===== src/rtl/jericalla_pkg.sv =====
// Shared constants for the Jericalla execution datapath: widths, ALU op codes,
// instruction field positions and the fixed constant-ROM contents.
package jericalla_pkg;

  localparam int WORD  = 32;
  localparam int ADDR  = 4;
  localparam int INSTR = 17;
  localparam int OPW   = 4;

  localparam logic [OPW-1:0] OP_AND = 4'd0;
  localparam logic [OPW-1:0] OP_OR  = 4'd1;
  localparam logic [OPW-1:0] OP_ADD = 4'd2;
  localparam logic [OPW-1:0] OP_SUB = 4'd6;
  localparam logic [OPW-1:0] OP_SLT = 4'd7;
  localparam logic [OPW-1:0] OP_NOR = 4'd12;

  localparam int RAM_ADDR_HI = 16;
  localparam int RAM_ADDR_LO = 13;
  localparam int OP_HI       = 12;
  localparam int OP_LO       = 9;
  localparam int ROMA_HI     = 8;
  localparam int ROMA_LO     = 5;
  localparam int ROMB_HI     = 4;
  localparam int ROMB_LO     = 1;
  localparam int EN_BIT      = 0;

  // ROM word i holds the value i, zero-extended
  function automatic logic [WORD-1:0] rom_word(input logic [ADDR-1:0] addr);
    return {{(WORD-ADDR){1'b0}}, addr};
  endfunction

endpackage


===== src/rtl/jericalla_alu.sv =====
// Combinational 32-bit ALU of the Jericalla datapath; undefined op codes
// yield a zero result, so their zero flag is set.
module jericalla_alu
  import jericalla_pkg::*;
(
  input  logic [WORD-1:0] a,
  input  logic [WORD-1:0] b,
  input  logic [OPW-1:0]  op,
  output logic [WORD-1:0] res,
  output logic            zero
);

  // Operation select and zero detect
  always_comb begin
    res = {WORD{1'b0}};
    case (op)
      OP_AND:  res = a & b;
      OP_OR:   res = a | b;
      OP_ADD:  res = a + b;
      OP_SUB:  res = a - b;
      OP_SLT:  res = (a < b) ? {{(WORD-1){1'b0}}, 1'b1} : {WORD{1'b0}};
      OP_NOR:  res = ~(a | b);
      default: res = {WORD{1'b0}};
    endcase
    zero = (res == {WORD{1'b0}});
  end

endmodule


===== src/rtl/jericalla_datapath.sv =====
// Jericalla execution core: two ROM operands feed the ALU, whose result is
// either stored into the 16-word RAM or replaced on the output by a RAM read.
module jericalla_datapath
  import jericalla_pkg::*;
(
  input  logic             clk,
  input  logic             rst_n,
  input  logic [INSTR-1:0] instruccion,
  output logic [WORD-1:0]  salida,
  output logic             zflag
);

  logic [ADDR-1:0] ram_addr_s;
  logic [OPW-1:0]  op_s;
  logic [ADDR-1:0] rom_a_addr_s;
  logic [ADDR-1:0] rom_b_addr_s;
  logic            en_s;
  logic [WORD-1:0] a_s;
  logic [WORD-1:0] b_s;
  logic [WORD-1:0] res_s;
  logic            zero_s;

  logic [WORD-1:0] ram_r [16];
  logic [WORD-1:0] salida_r;
  logic            zflag_r;

  assign ram_addr_s   = instruccion[RAM_ADDR_HI:RAM_ADDR_LO];
  assign op_s         = instruccion[OP_HI:OP_LO];
  assign rom_a_addr_s = instruccion[ROMA_HI:ROMA_LO];
  assign rom_b_addr_s = instruccion[ROMB_HI:ROMB_LO];
  assign en_s         = instruccion[EN_BIT];

  assign a_s = rom_word(rom_a_addr_s);
  assign b_s = rom_word(rom_b_addr_s);

  jericalla_alu u_alu (
    .a    (a_s),
    .b    (b_s),
    .op   (op_s),
    .res  (res_s),
    .zero (zero_s)
  );

  // RAM write or read-out, zero-flag capture; reset clears every RAM word
  always_ff @(posedge clk) begin
    if (!rst_n) begin
      salida_r <= {WORD{1'b0}};
      zflag_r  <= 1'b0;
      for (int i = 0; i < 16; i++) begin
        ram_r[i] <= {WORD{1'b0}};
      end
    end else begin
      zflag_r <= zero_s;
      if (en_s) begin
        ram_r[ram_addr_s] <= res_s;
      end else begin
        salida_r <= ram_r[ram_addr_s];
      end
    end
  end

  assign salida = salida_r;
  assign zflag  = zflag_r;

endmodule


===== config.mk =====
export PLATFORM = sky130hd
export DESIGN_NAME = jericalla_datapath
export DESIGN_NICKNAME = d
export VERILOG_FILES = /design/src/rtl/jericalla_pkg.sv /design/src/rtl/jericalla_alu.sv /design/src/rtl/jericalla_datapath.sv
export SDC_FILE = /design/constraint.sdc
export NUM_CORES = 1
export LEC_CHECK = 0
export CORE_AREA = 2 2 104 106
export DETAILED_ROUTE_END_ITERATION = 16
export DIE_AREA = 0 0 106 108
export PLACE_DENSITY = 0.76
export SLEW_MARGIN = 10
export SYNTH_ARGS = -nofsm -noshare
export SYNTH_HDL_FRONTEND = slang
export SYNTH_SLANG_ARGS = --single-unit
export TNS_END_PERCENT = 100

===== constraint.sdc =====
create_clock -name clk -period 2.3 [get_ports clk]
set_clock_uncertainty 0.2 [all_clocks]
set_input_delay 0.23 -clock clk [delete_from_list [all_inputs] [get_ports clk]]
set_output_delay 0.23 -clock clk [all_outputs]
set_load 0.03 [all_outputs]

==> flow_metrics.tcl, run 1 <==
set metrics [dict create \
    dr.pass1.iters 5 \
    crit_type "primary input to register" \
    worstRegToRegCells 3 \
    crit_path_top_delay_cell "fa_1" \
    antenna_found_initial 0 \
    max_slew_margin_pct 70.0 \
    cts_sinks 103 \
    num_antenna_cells 0 \
    drt_iter0_markers 319 \
    mostFrequentLayoutCell "edfxtp_1" \
    area_growth_pct 22.5 \
    dieHeight_um 108 \
    yosysWarningCount 0 \
    drcViolationCount 0 \
    io_buffers 51 \
    synth-edff-count 96 \
    cp-end-kind "register" \
    ios 52 \
    synth_nets 459 \
    die_area_um2 11400 \
    regToRegStartpoint "ram_r[12][30]" \
    grt_pass1_wl_um 17500 \
    avgRoutedWirePerCell_um 17.4 \
    numCtsBuffers 9 \
    initial_core_util_pct 51.6 \
    hold_viol_final 0 \
    setup_viol_count_final 0 \
    root_buffer "clkbuf_8" \
    dp.cells 623 \
    r2r_setup_slack_ps 660 \
    clk_latency_ps 360 \
    routed-via-count 3589 \
    dp.final_hpwl_um 8090 \
    crit_required_ps 2220 \
    layout.cells.non_filler 643 \
    grt_max_degree 28 \
    max_freq_mhz 436 \
    ys_types 45 \
    worst_pin_slew_ps 449 \
    ys_ff_latch 103 \
    slew_viol_final 0 \
    p_per_area_nw_per_um2 647 \
    cts_buffer_depth 2 \
    clk_pin_slew_ps 100 \
    chipWidth_um 106 \
    synth_ff_type "edfxtp_1" \
    syn_area_um2 5280 \
    fin_nets 535 \
    cts_tree "built" \
    worstPathMaxFanout 8 \
    synth_area_leader_cell "edfxtp_1" \
    gp_routability_congestion 0.861 \
    avgSynthCellArea_um2 12.4 \
    grt_pass1_vias 3593 \
    leakage_nw 2.28 \
    power.total_mw 4.18 \
    overflow 0 \
    cts_max_level 3 \
    holdWs_ps 339 \
    core_area_um2 10200 \
    drtAntennaViolNets 0 \
    rr_endpoint "salida[30]" \
    post_synth_inst_count 426 \
    drive_gt1_share_pct 26.8 \
    startpoint "instruccion[6]" \
    final_cell_mix "96 x edfxtp_1, 92 x nor2_1, 56 x buf_4" \
    cts_hold_buf 0 \
    viasPerCell 5.58 \
    synthArstFlopShare_pct 0 \
    synth_top_cell_area_share_pct 54.6 \
    max_stage_delay_ps 470 \
    cp.arrival_ps 2210 \
    synth.yosys.seq_area_share_pct 57.3 \
    cp-endpoint "ram_r[0][1]" \
    fillers 744 \
    peakVddDrop_mv 0.393 \
    core.rowCount 37 \
    maxCapViolCount 0 \
    fin_crit_sh_pct 99.8 \
    yosys-top-cells-area "edfxtp_1 55%, mux4_2 10%, nor2_1 6.5%" \
    drt_wl_total_um 11200 \
    grt_usage_pct 20.1 \
    postLayoutCoreUtil_pct 63.1 \
    status "finished clean" \
    path_cells "clkdlybuf4s50_1 > buf_4 > fa_1 > and3_4 > o41ai_4 > buf_6 > nor2_1" \
    start_kind "primary input" \
    hold_class "register to register" \
    min_period_ps 2300 \
]
stage by stage:
stage / TNS, ps / instance area [um^2] / worst slack [ps]
floorplan: 0 / 5280 / 24.9
global placement: -27560 / 6120 / -414
detailed placement: -30370 / 6120 / -436
CTS: 0 / 6380 / 0.762
global route: -891 / 6460 / -49.2
finish: 0 / 6460 / 4.91
registers in the layout (all words and copies together), names as in the netlist:
| name | flops |
|---|---|
| salida | 6 |
| ram_r | 96 |
| zflag | 1 |
worst max-delay path: cells and delay by family:
kind,cells,cell delay [ps]
AO/OA/AOI/OAI,1,450
adder cells (fa/ha/maj),1,470
buffers and inverters,3,840
AND/OR/NAND/NOR,2,220
metal layers:
metal  track usage, %  vias to the layer above  routed length (um)
met5                0                        -                   0
met4             10.1                        0                 302
met3             3.01                       23                 706
met2             36.3                      162                5900
met1             23.4                     1745                4300
li1                 -                     1659                   -
repair_timing:
| item | 4_1_cts | 5_1_grt |
|---|---|---|
| setup buffers | 0 | 2 |
| endpoints found under the setup margin | 17 | 56 |
| gates resized for setup | 9 | 9 |
| endpoints found under the hold margin | 0 | 0 |
| pin swaps | 1 | 4 |
| gates cloned | 1 | 1 |
worst min path at each step:
stage,endpoint,startpoint,cells past startpoint
floorplan,salida[4],instruccion[16],3
global placement,salida[4],salida[4],2
detailed placement,salida[30],salida[30],2
CTS,salida[30],salida[30],2
global route,salida[2],salida[2],2
finish,salida[30],salida[30],2
area by class of cell:
cell class                 count  area [um^2]  area share [%]
sequential                   103         3020            46.8
clock buffer                   9          124            1.92
timing repair buffer         115         1060            16.4
inverter                      15         56.3           0.872
tap                          136          170            2.63
clock inverter                 7          103            1.59
multi-input combinational    258         1920            29.8
cells by family (layout without fill, tap and decap cells):
group	after synthesis	after routing	share of synthesized area, %
AND/OR/NAND/NOR	171	171	14.2
adder cells (fa/ha/maj)	14	14	3.61
flip-flops	103	103	57.3
buffers and inverters	65	146	7.38
AO/OA/AOI/OAI	47	47	6.95
XOR/XNOR	1	1	0.166
multiplexers	25	25	10.4
synth_stat cells (2+ instances only):
cell type,n
clkbuf_1,9
nor2b_1,5
o21ai_0,6
mux4_2,24
o21bai_1,2
buf_4,30
nor3_1,4
a21oi_2,2
a21oi_1,11
dfxtp_1,7
a31oi_1,8
and3_1,2
inv_1,15
ha_1,12
nor2_2,10
edfxtp_1,96
nand3_1,3
fa_1,2
a22oi_1,7
nor2_1,92
buf_6,3
nand2_1,46
buf_2,8
power breakdown:
| group | switching, mW | internal [mW] |
|---|---|---|
| Clock | 0.626 | 0.626 |
| Sequential | 0.0338 | 2.15 |
| Combinational | 0.410 | 0.337 |
No activity file was read; power rests on OpenSTA's default activity.
==> inputs of run 2 (changes only) <==
- PLACE_DENSITY: 0.76 -> 0.84
==> flow_metrics.tcl, run 2 (synthesis results as in run 1) <==
set metrics [dict create \
    status "finished clean" \
    cp.arrival_ps 2150 \
    worstRegToRegCells 3 \
    root_buffer "clkbuf_8" \
    startpoint "instruccion[3]" \
    drive_gt1_share_pct 27.1 \
    cp-end-kind "register" \
    worstPathMaxFanout 8 \
    max_slew_margin_pct 69.1 \
    dp.cells 625 \
    area_growth_pct 22.7 \
    cts_buffer_depth 2 \
    setup_slack_ps 86.8 \
    core.rowCount 37 \
    cts_hold_buf 0 \
    p_per_area_nw_per_um2 633 \
    r2r_setup_slack_ps 650 \
    clk_pin_slew_ps 100 \
    hold_depth 2 \
    min_period_ps 2210 \
    dr.pass1.iters 7 \
    gp_routability_congestion 0.844 \
    chipWidth_um 106 \
    viasPerCell 5.57 \
    cts_tree "built" \
    fin_crit_sh_pct 96.2 \
    grt_pass1_vias 3624 \
    ios 52 \
    crit_type "primary input to register" \
    hold_viol_final 0 \
    cts_sinks 103 \
    hold_class "register to register" \
    peakVddDrop_mv 0.315 \
    grt_usage_pct 20.9 \
    fillers 745 \
    final_cell_mix "96 x edfxtp_1, 92 x nor2_1, 60 x buf_4" \
    antenna_found_initial 0 \
    grt_max_degree 28 \
    largest_register_ffs 96 \
    drcViolationCount 0 \
    io_buffers 51 \
    fin_nets 537 \
    drt_iter0_markers 240 \
    numCtsBuffers 9 \
    drt_wl_total_um 11400 \
    mostFrequentLayoutCell "edfxtp_1" \
    core_area_um2 10200 \
    initial_core_util_pct 51.6 \
    rr_endpoint "salida[0]" \
    dp.final_hpwl_um 8410 \
    num_antenna_cells 0 \
    rsz0062_at_grt "false" \
    maxCapViolCount 0 \
    routed-via-count 3592 \
    min_to "salida[3]" \
    leakage_nw 2.30 \
    dpl_worst_slack_ps -486 \
    drtAntennaViolNets 0 \
    worst_pin_slew_ps 463 \
    max_freq_mhz 452 \
    cts_max_level 3 \
    slew_viol_final 0 \
    overflow 0 \
    largest_register "ram_r" \
    layout.cells.non_filler 645 \
    dieHeight_um 108 \
    avgRoutedWirePerCell_um 17.6 \
    crit_required_ps 2240 \
    regToRegStartpoint "ram_r[15][0]" \
    start_kind "primary input" \
    die_area_um2 11400 \
    grt_pass1_wl_um 18000 \
    clk_latency_ps 380 \
    holdCritStartpoint "salida[3]" \
    setup_viol_count_final 0 \
]
run 2: cell count changes in the layout (fill, tap and decap cells not counted), sizes merged:
cell           change
clkinv             +2
clkdlybuf4s15      +1
buf                +1
dlymetal6s2s       +1
clkinvlp           -1
bufinv             -2
inv                -3
clkdlybuf4s50      -2
clkbuf             +5
run 2: power by group:
part / internal, mW / switching [mW] / total (mW)
sequential: 2.15 / 0.0356 / 2.18
combinational: 0.344 / 0.412 / 0.757
clock: 0.557 / 0.598 / 1.16
run 2: worst max-delay path by stage:
stage | endpoint | slack [ps] | cells after the start
5_1_grt | zflag | 5 | 11
3_3_place_gp | ram_r[8][1] | -380 | 10
2_1_floorplan | ram_r[5][1] | 20 | 9
6_report | ram_r[6][3] | 90 | 10
4_1_cts | ram_r[6][1] | 0.6 | 7
3_5_place_dp | ram_r[1][1] | -490 | 10
run 2: worst max-delay path, stage by stage:
cell and delay, ps:
clkdlybuf4s50_1 490, inv_2 60, ha_4 260, buf_4 150, inv_2 60, a211oi_1 60
or3_4 340, a22oi_4 230, clkbuf_16 230, nor2_2 40
run 2: what timing repair did:
action / 4_1_cts / 5_1_grt
pin swaps: 2 / 5
setup buffers: 1 / 1
resized for setup: 7 / 13
endpoints found under the setup margin: 19 / 49
gates cloned: 1 / 1
run 2: through the flow:
stage                     power, mW  TNS [ps]  hold slack, ps  utilization, %  cell area, um^2
after global placement         2.90    -28070             322            59.9             6130
after CTS                      4.08         0             348            62.6             6400
final                          4.10         0             344            63.3             6470
after detailed placement       2.94    -34860             331            59.9             6130
after floorplan                2.69         0             309               -             5280
after global routing           4.21         0             369            63.3             6470
run 2: metal layers:
metal	wire [um]	up-vias	global-route usage [%]
met5	0	-	0
met4	324	0	10.8
met3	648	23	3.07
met2	6150	152	39.0
met1	4230	1757	23.4
li1	-	1660	-
run 2: cell type report:
class,count,area (um^2),share of cell area (%)
timing repair buffer,117,1090,16.8
sequential,103,3020,46.7
tap,136,170,2.63
inverter,15,56.3,0.870
multi-input combinational,258,1930,29.7
clock inverter,3,22.5,0.348
clock buffer,13,191,2.96
